[src/rtl/pipe_ctrl.sv]
// pipe_ctrl: hazard and sequencing controller for a 5-stage Y86-64 pipeline.
//
// Looks at the current pipeline-register contents and drives the stall/bubble
// controls for the F/D/E/M/W registers. It covers load/use, ret,
// mispredicted jXX and exception handling. It also gates condition-code
// writes and runs a run/halt state machine.
//
// Ports:
//   clk, rst_n          clock, asynchronous active-low reset
//   start               single-cycle pulse, IDLE -> RUN
//   D_icode, d_srcA/B   decode-stage icode and source registers (15 = none)
//   E_icode, E_dstM     execute-stage icode and load destination
//   e_Cnd               execute condition result
//   M_icode, m_stat     memory-stage icode and status
//   W_stat              write-back status
//   F_stall .. W_stall  pipeline-register hold/clear controls
//   set_cc              allow condition-code write in execute
//   cpu_state           0 IDLE, 1 RUN, 2 HALTED (FSM state, exposed directly)
//   cpu_stat            final status latched when the machine halts
//   cycle_cnt, lu_cnt, misp_cnt  saturating performance counters
//
// Optional feature: define PIPE_PERF_CNT_EN to build the performance counters.
// When it is undefined the counter outputs are tied to 0 and no flops exist.

module pipe_ctrl #(
    parameter int CNT_W = 32
) (
    input  logic             clk,
    input  logic             rst_n,
    input  logic             start,
    input  logic [3:0]       D_icode,
    input  logic [3:0]       d_srcA,
    input  logic [3:0]       d_srcB,
    input  logic [3:0]       E_icode,
    input  logic [3:0]       E_dstM,
    input  logic             e_Cnd,
    input  logic [3:0]       M_icode,
    input  logic [3:0]       m_stat,
    input  logic [3:0]       W_stat,
    output logic             F_stall,
    output logic             D_stall,
    output logic             D_bubble,
    output logic             E_bubble,
    output logic             M_bubble,
    output logic             W_stall,
    output logic             set_cc,
    output logic [1:0]       cpu_state,
    output logic [3:0]       cpu_stat,
    output logic [CNT_W-1:0] cycle_cnt,
    output logic [CNT_W-1:0] lu_cnt,
    output logic [CNT_W-1:0] misp_cnt
);

    localparam logic [3:0] I_OPQ   = 4'd6;
    localparam logic [3:0] I_JXX   = 4'd7;
    localparam logic [3:0] I_RET   = 4'd9;
    localparam logic [3:0] I_MRMOV = 4'd5;
    localparam logic [3:0] I_POP   = 4'd11;
    localparam logic [3:0] R_NONE  = 4'd15;
    localparam logic [3:0] S_AOK   = 4'd1;

    typedef enum logic [1:0] {
        ST_IDLE   = 2'd0,
        ST_RUN    = 2'd1,
        ST_HALTED = 2'd2
    } state_t;

    state_t state, state_next;

    logic lu, lu_eff, ret, misp, mexc, wexc;

    // HLT, ADR and INS are the exceptional status codes (2..4).
    function automatic logic is_exc(input logic [3:0] s);
        return (s == 4'd2) || (s == 4'd3) || (s == 4'd4);
    endfunction

    assign lu = ((E_icode == I_MRMOV) || (E_icode == I_POP)) && (E_dstM != R_NONE)
             && ((E_dstM == d_srcA) || (E_dstM == d_srcB));
    assign ret  = (D_icode == I_RET) || (E_icode == I_RET) || (M_icode == I_RET);
    assign misp = (E_icode == I_JXX) && !e_Cnd;
    assign mexc = is_exc(m_stat);
    assign wexc = is_exc(W_stat);

    // A mispredict squashes the instruction in D, so a load/use hazard seen
    // against it is void; this also keeps D_stall and D_bubble exclusive.
    assign lu_eff = lu && !misp;

    always_ff @(posedge clk or negedge rst_n) begin
        if (!rst_n) begin
            state    <= ST_IDLE;
            cpu_stat <= S_AOK;
        end else begin
            state <= state_next;
            if ((state == ST_RUN) && wexc) begin
                cpu_stat <= W_stat;
            end
        end
    end

    always_comb begin
        state_next = state;
        F_stall    = 1'b0;
        D_stall    = 1'b0;
        D_bubble   = 1'b0;
        E_bubble   = 1'b0;
        M_bubble   = 1'b0;
        W_stall    = 1'b0;
        set_cc     = 1'b0;
        case (state)
            ST_IDLE: begin
                F_stall = 1'b1;
                D_stall = 1'b1;
                W_stall = 1'b1;
                if (start) begin
                    state_next = ST_RUN;
                end
            end
            ST_RUN: begin
                F_stall  = lu_eff || ret;
                D_stall  = lu_eff;
                D_bubble = misp || (!lu_eff && ret);
                E_bubble = misp || lu_eff;
                M_bubble = mexc || wexc;
                W_stall  = wexc;
                set_cc   = (E_icode == I_OPQ) && !mexc && !wexc;
                if (wexc) begin
                    state_next = ST_HALTED;
                end
            end
            ST_HALTED: begin
                // Freeze the front of the pipe and keep M empty so nothing
                // further reaches memory or write-back.
                F_stall  = 1'b1;
                D_stall  = 1'b1;
                W_stall  = 1'b1;
                M_bubble = 1'b1;
            end
            default: begin
                state_next = ST_IDLE;
            end
        endcase
    end

    assign cpu_state = state;

`ifdef PIPE_PERF_CNT_EN
    localparam logic [CNT_W-1:0] CNT_ONE = {{(CNT_W-1){1'b0}}, 1'b1};

    // Saturating increment: counters stick at all-ones instead of wrapping.
    function automatic logic [CNT_W-1:0] sat_inc(input logic [CNT_W-1:0] c,
                                                 input logic en);
        return (en && (c != '1)) ? c + CNT_ONE : c;
    endfunction

    logic run;
    assign run = (state == ST_RUN);

    always_ff @(posedge clk or negedge rst_n) begin
        if (!rst_n) begin
            cycle_cnt <= '0;
            lu_cnt    <= '0;
            misp_cnt  <= '0;
        end else begin
            cycle_cnt <= sat_inc(cycle_cnt, run);
            lu_cnt    <= sat_inc(lu_cnt, run && lu_eff);
            misp_cnt  <= sat_inc(misp_cnt, run && misp);
        end
    end
`else
    assign cycle_cnt = '0;
    assign lu_cnt    = '0;
    assign misp_cnt  = '0;
`endif

endmodule

[config.mk]
export PLATFORM = sky130hd
export DESIGN_NAME = pipe_ctrl
export DESIGN_NICKNAME = d
export VERILOG_FILES = /design/src/rtl/pipe_ctrl.sv
export SDC_FILE = /design/constraint.sdc
export NUM_CORES = 1
export LEC_CHECK = 0
export CAP_MARGIN = 20
export CORE_MARGIN = 2
export CORE_UTILIZATION = 29
export CTS_CLUSTER_DIAMETER = 200
export DETAILED_ROUTE_END_ITERATION = 8
export PLACE_DENSITY = 0.88
export SYNTH_ARGS = -nofsm -noshare
export SYNTH_HDL_FRONTEND = slang
export SYNTH_SLANG_ARGS = --single-unit
export TNS_END_PERCENT = 100
[constraint.sdc]
create_clock -name clk -period 2.1 [get_ports clk]
set_input_delay 0.63 -clock clk [delete_from_list [all_inputs] [get_ports clk]]
set_output_delay 0.63 -clock clk [all_outputs]
set_load 0.01 [all_outputs]
## Yosys cells after proc, flatten, opt, wreduce, memory -nomap -nowiden

Index checks and enable logic that the tools add are counted.

| storage, ports and cells | value |
|---|---|
| flip-flop bits (word level) | 6 |
| input bits | 36 |
| output and inout bits | 109 |
| word-level logic and storage cells | 61 |

| cells by class | value |
|---|---|
| equality and inequality tests | 20 |
| mux-type cells | 10 |
| bitwise gates (word level) | 1 |
| reduce and logical (&&, ||, !) cells | 28 |

Operators by type and width:

| kind | count |
|---|---|
| 4-bit by 3-bit == test with 1-bit output, second input constant | 5 |
| 4-bit by 2-bit == test with 1-bit output, second input constant | 4 |
| 4-bit == test, second input constant | 4 |
| 1-bit logical OR | 12 |
| 4-bit == test | 2 |
| 1-bit logical AND | 8 |
| 1-bit one-hot mux with 2 select lines | 4 |
| 2-bit one-hot mux with 3 select lines | 1 |
| 1-bit logical NOT | 5 |
| 2-bit 2-to-1 mux | 2 |
| 2-bit != test, second input constant | 2 |
| 4-bit != test, second input constant | 1 |
| 1-bit 2-to-1 mux | 3 |
| 3-bit AND reduction | 1 |
| 2-bit by 1-bit == test with 1-bit output, second input constant | 1 |
| 2-bit == test, second input constant | 1 |
| 2-bit logical NOT | 1 |
| 2-bit OR reduction | 1 |
| 1-bit inverter | 1 |

## Depth between registers and ports, before layout

Gate-level depths: netlist (run 1).

| logic depth | value |
|---|---|
| depth after elaboration | 9 |
| depth in mapped cells | 5 |
| mapped depth without buffers | 5 |

## Worst setup path after synthesis (run 1)

No wires, ideal clock.

| path | value |
|---|---|
| path kind | input port to output port |
| start point | input E_dstM[1] |
| end point | output D_stall |
| arrival | 1,512 ps |
| required time | 1,470 ps |
| slack | -42 ps |
| stages | 4 |
| path buffers | 0 |
| path through | xor2_1 -> nor4_2 -> nor2_1 -> o32ai_2 |

| on the way | value |
|---|---|
| longest elaborated chain between the ends | 5 |
| elaborated cells between the ends (all ways) | 8 |
| those cells by class | eq/ne: 3; mux: 1; reduce/logical: 4 |

Ends and longest elaborated chain:

| item | RTL line | text |
|---|---|---|
| start: declaration | 35 | `input logic [3:0] E_dstM,` |
| 4-bit != test / 4-bit == test (equally long branches) | 77, 78 |  |
| 1-bit logical AND / 1-bit logical OR (equally long branches) | 77, 78 |  |
| 1-bit logical AND * | 78 | `&& ((E_dstM == d_srcA) \|\| (E_dstM == d_srcB));` |
| 1-bit logical AND * | 86 | `assign lu_eff = lu && !misp;` |
| 1-bit one-hot mux with 2 select lines * | 109 | `case (state)` |
| end: declaration | 41 | `output logic D_stall,` |

Every way passes the cells marked *; elsewhere a longest branch is shown, timed or not.

## Final worst setup path (run 1)

| path | value |
|---|---|
| start point | input d_srcA[2] |
| end point | output F_stall |

| on the way | value |
|---|---|
| longest elaborated chain between the ends | 6 |

Ends and longest elaborated chain:

| item | RTL line | text |
|---|---|---|
| start: declaration | 32 | `input logic [3:0] d_srcA,` |
| 4-bit == test | 78 |  |
| 1-bit logical OR | 78 |  |
| 1-bit logical AND | 78 |  |
| 1-bit logical AND | 86 |  |
| 1-bit logical OR | 119 | `F_stall = lu_eff \|\| ret;` |
| 1-bit one-hot mux with 2 select lines | 109 |  |
| end: declaration | 40 | `output logic F_stall,` |

Every way passes these cells.

==> metrics.yaml, run 1 <==
min_path:
  min_path_type: "register to register"
  holdPathStages: 2
setup_path:
  reg2reg_depth: 6
  arrival_ns: 1.81
  crit_path_start_kind: "primary input"
  path_max_fanout: 2
  path_class: "primary input to output port"
  cp.required_ns: 1.47
  crit_path_top_delay_cell: "nor4_2"
  reg2reg_setup_slack_ns: 0.46
  crit_chain: "buf_6 -> xor2_2 -> nor4_2 -> buf_4 -> nor2_4 -> o31ai_4 -> buf_2"
  cp-end-kind: "output port"
  slowest_delay_ns: 0.33
route:
  wire_per_inst_um: 9.86
  drt_iter0_drc: 7
  vias: 1092
  drcViolationCount: 0
  via_per_inst: 3.64
  routed_wl_mm: 2.96
  postRouteAntennaNets: 0
  dr.pass1.iters: 3
job:
  maxCapViolCount: 0
timing:
  tns_ns: -1.27
  setup_viol: 5
  hold_viol: 0
  period_minus_slack_ns: 2.44
  finalCritPeriodShare: 1.16
  max_freq_mhz: 411
  rsz0062_at_grt: "true"
  fin_worst_skew_ns: 0.00192
  whs_ns: 0.498
  layout_setup_ws_ns: -0.335
  drv_slew: 0
synth:
  ys_ff_latch: 6
  yosysTopAreaCell: "buf_4"
  synth_commonest_cells: "96 x buf_4, 8 x xor2_1, 5 x dfrtp_1, 5 x ha_1"
  syn_inst: 164
  yosysMostFrequentCell: "buf_4"
  synth_top_area_share: 0.524
  synth.distinct_cells: 33
  synth_warnings: 0
  ys.flop_type: "dfrtp_1"
  synth_area_per_cell_um2: 8.39
  synth.top_cells.by_area: "buf_4 52%, dfrtp_1 9.1%, xor2_1 5.1%, ha_1 4.5%, mux2_1 2.5%"
  yosysSeqAreaShare: 0.110
  synth_edf_count: 0
  syn_area_mm2: 0.00138
  async_reset_ff_frac: 1.00
cts:
  numCtsBuffers: 3
  root_buffer: "clkbuf_8"
  insertion_delay_ns: 0.23
  cts_htree_levels: 1
  cts_tree: "built"
  cts_hold_buf: 0
  cts_sinks: 6
  clock_path_buffers: 2
  path_clk_slew_ns: 0.04
floorplan:
  dieArea_mm2: 0.00531
  num_rows: 25
  core_mm2: 0.00466
  die_y_um: 72.9
  pin_count: 145
  die_w_um: 72.9
  start_util: 0.295
place:
  port_buffers: 48
  post-place-cells: 289
  gp_congestion: 0.645
  place_hpwl_mm: 2.61
  dpl_worst_slack_ns: -1.24
global_routing:
  antenna_found_initial: 0
  grt_usage: 0.107
  grt_max_degree: 7
  overflow: 0
  grt_pass1_vias: 1040
  grt_pass1_wl_mm: 4.45
cells_and_area:
  layout.nets: 288
  final_layout_size_suffix_gt1_frac: 0.366
  diodes: 0
  instances_no_fill: 300
  area_growth_syn_to_layout_pct: 38.8
power_and_ir_drop:
  cellLeakagePower_uw: 0.00106
  peakVddDrop_mv: 0.707
  p_per_area_mw_per_mm2: 768
  p_total_uw: 1470
status:
  status: "finished, violations left"
  violations: "setup timing"
-- state kept, by name, summed over array words and instances (netlist names) --
register   cells
cpu_stat       4
cpu_state      2
-- per-layer routing --
layer,vias to the layer above,GRT usage,wire (um)
met1,500,0.0939,932
met4,0,0.0309,22
met2,79,0.232,1720
met3,2,0.0221,285
li1,511,-,-
met5,-,0,0
-- power by group --
| part | internal (uW) | switching, uW |
|---|---|---|
| combinational | 552 | 520 |
| clock | 131 | 54.4 |
| sequential | 173 | 37.9 |
-- final timing paths --
check / from / end
setup reg to reg: cpu_state[1]$_DFFE_PN0P_ / cpu_state[0]$_DFFE_PN0P_
hold reg to reg: cpu_stat[1]$_DFFE_PN0P_ / cpu_stat[1]$_DFFE_PN0P_
setup / recovery: d_srcA[2] / F_stall
max in group asynchronous: rst_n / cpu_stat[0]$_DFFE_PN1P_
hold / removal: cpu_stat[1]$_DFFE_PN0P_ / cpu_stat[1]$_DFFE_PN0P_
min in group asynchronous: rst_n / cpu_state[1]$_DFFE_PN0P_
-- final cells by class --
| type | count | area [um2] |
|---|---|---|
| tap | 54 | 67.6 |
| multi-input combinational | 153 | 1000 |
| clock buffer | 4 | 45.0 |
| inverter | 4 | 15.0 |
| timing repair buffer | 79 | 628 |
| sequential | 6 | 151 |
| fill | 470 | 2750 |
-- stage by stage --
stage | util | cell area [um2]
floorplan | - | 1730
global route | 0.410 | 1910
CTS | 0.401 | 1870
finish | 0.410 | 1910
detailed placement | 0.373 | 1740
global placement | 0.373 | 1740
-- cell families (layout without fill, tap and decap cells) --
group	Yosys count	after routing	synth area share
buf+inv	100	87	0.535
other cells	1	96	0.00272
xor+xnor	8	8	0.0509
mux	4	4	0.0318
compound gates	17	17	0.103
flops	6	6	0.110
simple gates	23	23	0.122
fa+ha+maj	5	5	0.0455
-- critical path: cells and delay by family --
kind	cells	cell delay, ns
compound gates	1	0.19
xor+xnor	1	0.16
simple gates	2	0.37
buf+inv	3	0.44
-- layout by cell type (no fill, tap or decap), drive strengths merged --
cell	instances
a21o	1
a21oi	2
and2	1
and3b	3
and4b	1
buf	55
clkbuf	6
clkdlybuf4s15	6
clkdlybuf4s50	8
conb	96
dfrtp	5
dfstp	1
dlygate4sd2	8
ha	5
inv	4
mux2	3
mux2i	1
nand2	3
nand2b	1
nand4	1
nor2	4
nor2b	1
nor3	1
nor3b	2
nor4	2
nor4bb	3
o211ai	2
o21a	3
o21ai	4
o21ba	1
o22a	1
o31ai	1
o32ai	1
o41ai	1
xor2	8
-- what timing repair did --
action	CTS	global route
gates resized for setup	152	15
buffers inserted	6	2
endpoints found under the setup margin	7	7
cloned	0	0
pin swaps	28	12
Power figures use the tool's default switching activity.
==> run 2: changes to the inputs <==
--- a/config.mk
+++ b/config.mk
@@ -7,4 +7,5 @@
 export LEC_CHECK = 0
 export CAP_MARGIN = 20
+export CORE_ASPECT_RATIO = 0.5
 export CORE_MARGIN = 2
 export CORE_UTILIZATION = 29
==> constraint.sdc (replaced) <==
create_clock -name clk -period 2.1 [get_ports clk]
set_input_delay 0.21 -clock clk [delete_from_list [all_inputs] [get_ports clk]]
set_output_delay 0.21 -clock clk [all_outputs]
set_load 0.01 [all_outputs]
==> metrics.yaml, run 2 (same netlist as run 1, synthesis figures left out) <==
cells_and_area:
  layout.nets: 271
  diodes: 0
  fillCellCount: 463
  final_layout_size_suffix_gt1_frac: 0.118
  area_growth_syn_to_layout_pct: 25.3
  regMostFlops: "cpu_stat"
  layout_commonest_cell: "conb_1"
  final_area_mm2: 0.00172
  layout_common_cells: "96 x conb_1, 38 x clkdlybuf4s50_1, 14 x buf_4, 8 x xor2_1"
  largest_register_ffs: 4
route:
  via_per_inst: 3.31
  routed.top_layer: "met4"
  vias: 975
  dr.pass1.iters: 4
  postRouteAntennaNets: 0
  wl_met1_um: 798
  routed_wl_mm: 2.60
  drt_iter0_drc: 10
  wire_per_inst_um: 8.82
  drcViolationCount: 0
  met2_length_mm: 1.62
  wl_met3_um: 152
global_routing:
  grt_pass1_wl_mm: 3.49
  grt_usage: 0.0857
  grt_pass1_vias: 770
  antenna_found_initial: 0
  overflow: 0
  grt_max_degree: 7
place:
  placed_cell_area_mm2: 0.00166
  dpl_worst_slack_ns: -0.294
  place_hpwl_mm: 2.29
  port_buffers: 48
  gp_congestion: 0.697
timing:
  layout_setup_ws_ns: 0.119
  period_minus_slack_ns: 1.98
  finalCritPeriodShare: 0.944
  max_freq_mhz: 505
  drv_slew: 0
  setup_viol: 0
  fin_worst_skew_ns: 0.00113
  rsz0062_at_grt: "false"
  hold_viol: 0
cts:
  path_clk_slew_ns: 0.04
  insertion_delay_ns: 0.22
  cts_sinks: 6
  numCtsBuffers: 3
  cts_tree: "built"
  cts_htree_levels: 1
  root_buffer: "clkbuf_8"
  clock_path_buffers: 2
power_and_ir_drop:
  cellLeakagePower_uw: 0.000943
  p_per_area_mw_per_mm2: 697
  peakVddDrop_mv: 0.229
status:
  status: "finished clean"
floorplan:
  pin_count: 145
  core_mm2: 0.00449
  die_w_um: 101
  die_y_um: 52.7
  num_rows: 17
  dieArea_mm2: 0.00535
  start_util: 0.307
setup_path:
  cp-end-kind: "output port"
  arrival_ns: 1.77
  path_class: "primary input to output port"
  reg2reg_setup_slack_ns: 0.59
  cp.required_ns: 1.89
  path_max_fanout: 2
  crit_path_start_kind: "primary input"
min_path:
  min_path_type: "primary input to async pin"
job:
  maxCapViolCount: 0
-- run 2: changes by cell type in the layout (fill, tap and decap cells not counted), sizes merged --
| cell | before | now |
|---|---|---|
| dlymetal6s2s | 0 | 3 |
| clkdlybuf4s50 | 8 | 38 |
| clkbuf | 6 | 5 |
| dlygate4sd2 | 8 | 4 |
| clkdlybuf4s15 | 6 | 1 |
| buf | 55 | 15 |
-- run 2: where the power goes --
group,internal [uW],switching [uW]
registers,173,37.8
clock network,131,51.2
logic,402,407
-- run 2: area by class of cell --
type                    instances  area, um2  share of cell area
multi-input cells             153        852               0.494
clock buffers                   4       45.0              0.0261
flip-flops and latches          6        151              0.0878
well taps                      66       82.6              0.0479
repair buffers                 62        578               0.335
inverters                       4       15.0             0.00871
-- run 2: layer usage --
layer | vias up | GRT usage
met3 | 4 | 0.0187
met5 | - | 0
met4 | 0 | 0.0405
met1 | 449 | 0.0793
li1 | 479 | -
met2 | 43 | 0.181
-- run 2: worst max-delay path, cell delays in order --
cell             delay [ns]
clkdlybuf4s50_1        0.41
xor2_1                 0.16
nor4_2                 0.32
buf_4                  0.16
o21ba_1                0.14
o21a_1                 0.14
clkdlybuf4s15_1        0.24
-- run 2: repair_timing --
item | 4_1_cts | 5_1_grt
hold buffers | 0 | 0
buffers inserted | 2 | 1
endpoints found under the setup margin | 5 | 4
gates resized for setup | 10 | 7
pin swaps | 3 | 2
-- run 2: stage by stage --
stage               setup TNS [ns]   util  instances  total power [uW]  hold WS (ns)
floorplan                        0      -        259               798       -0.0856
global placement            -0.750  0.369        288              1050         0.466
detailed placement          -0.958  0.369        288              1070         0.468
CTS                              0  0.382        294              1240         0.231
global route                     0  0.384        295              1300         0.249
finish                           0  0.384        295              1200         0.226
-- run 2: worst paths after layout --
kind / startpoint / end / cells past startpoint
max: d_srcA[2] / E_bubble / 7
min: rst_n / cpu_state[0]$_DFFE_PN0P_ / 1
max reg2reg: cpu_state[1]$_DFFE_PN0P_ / cpu_stat[2]$_DFFE_PN0P_ / 5
min reg2reg: cpu_stat[2]$_DFFE_PN0P_ / cpu_stat[2]$_DFFE_PN0P_ / 1
max in group asynchronous: rst_n / cpu_stat[0]$_DFFE_PN1P_ / 1
min in group clk: cpu_stat[2]$_DFFE_PN0P_ / cpu_stat[2]$_DFFE_PN0P_ / 1
==> run 3: changes to the inputs <==
- SLEW_MARGIN: not set -> 10
==> results of run 3 <==
The final DEF is identical to that of run 2; final timing and power are the same.
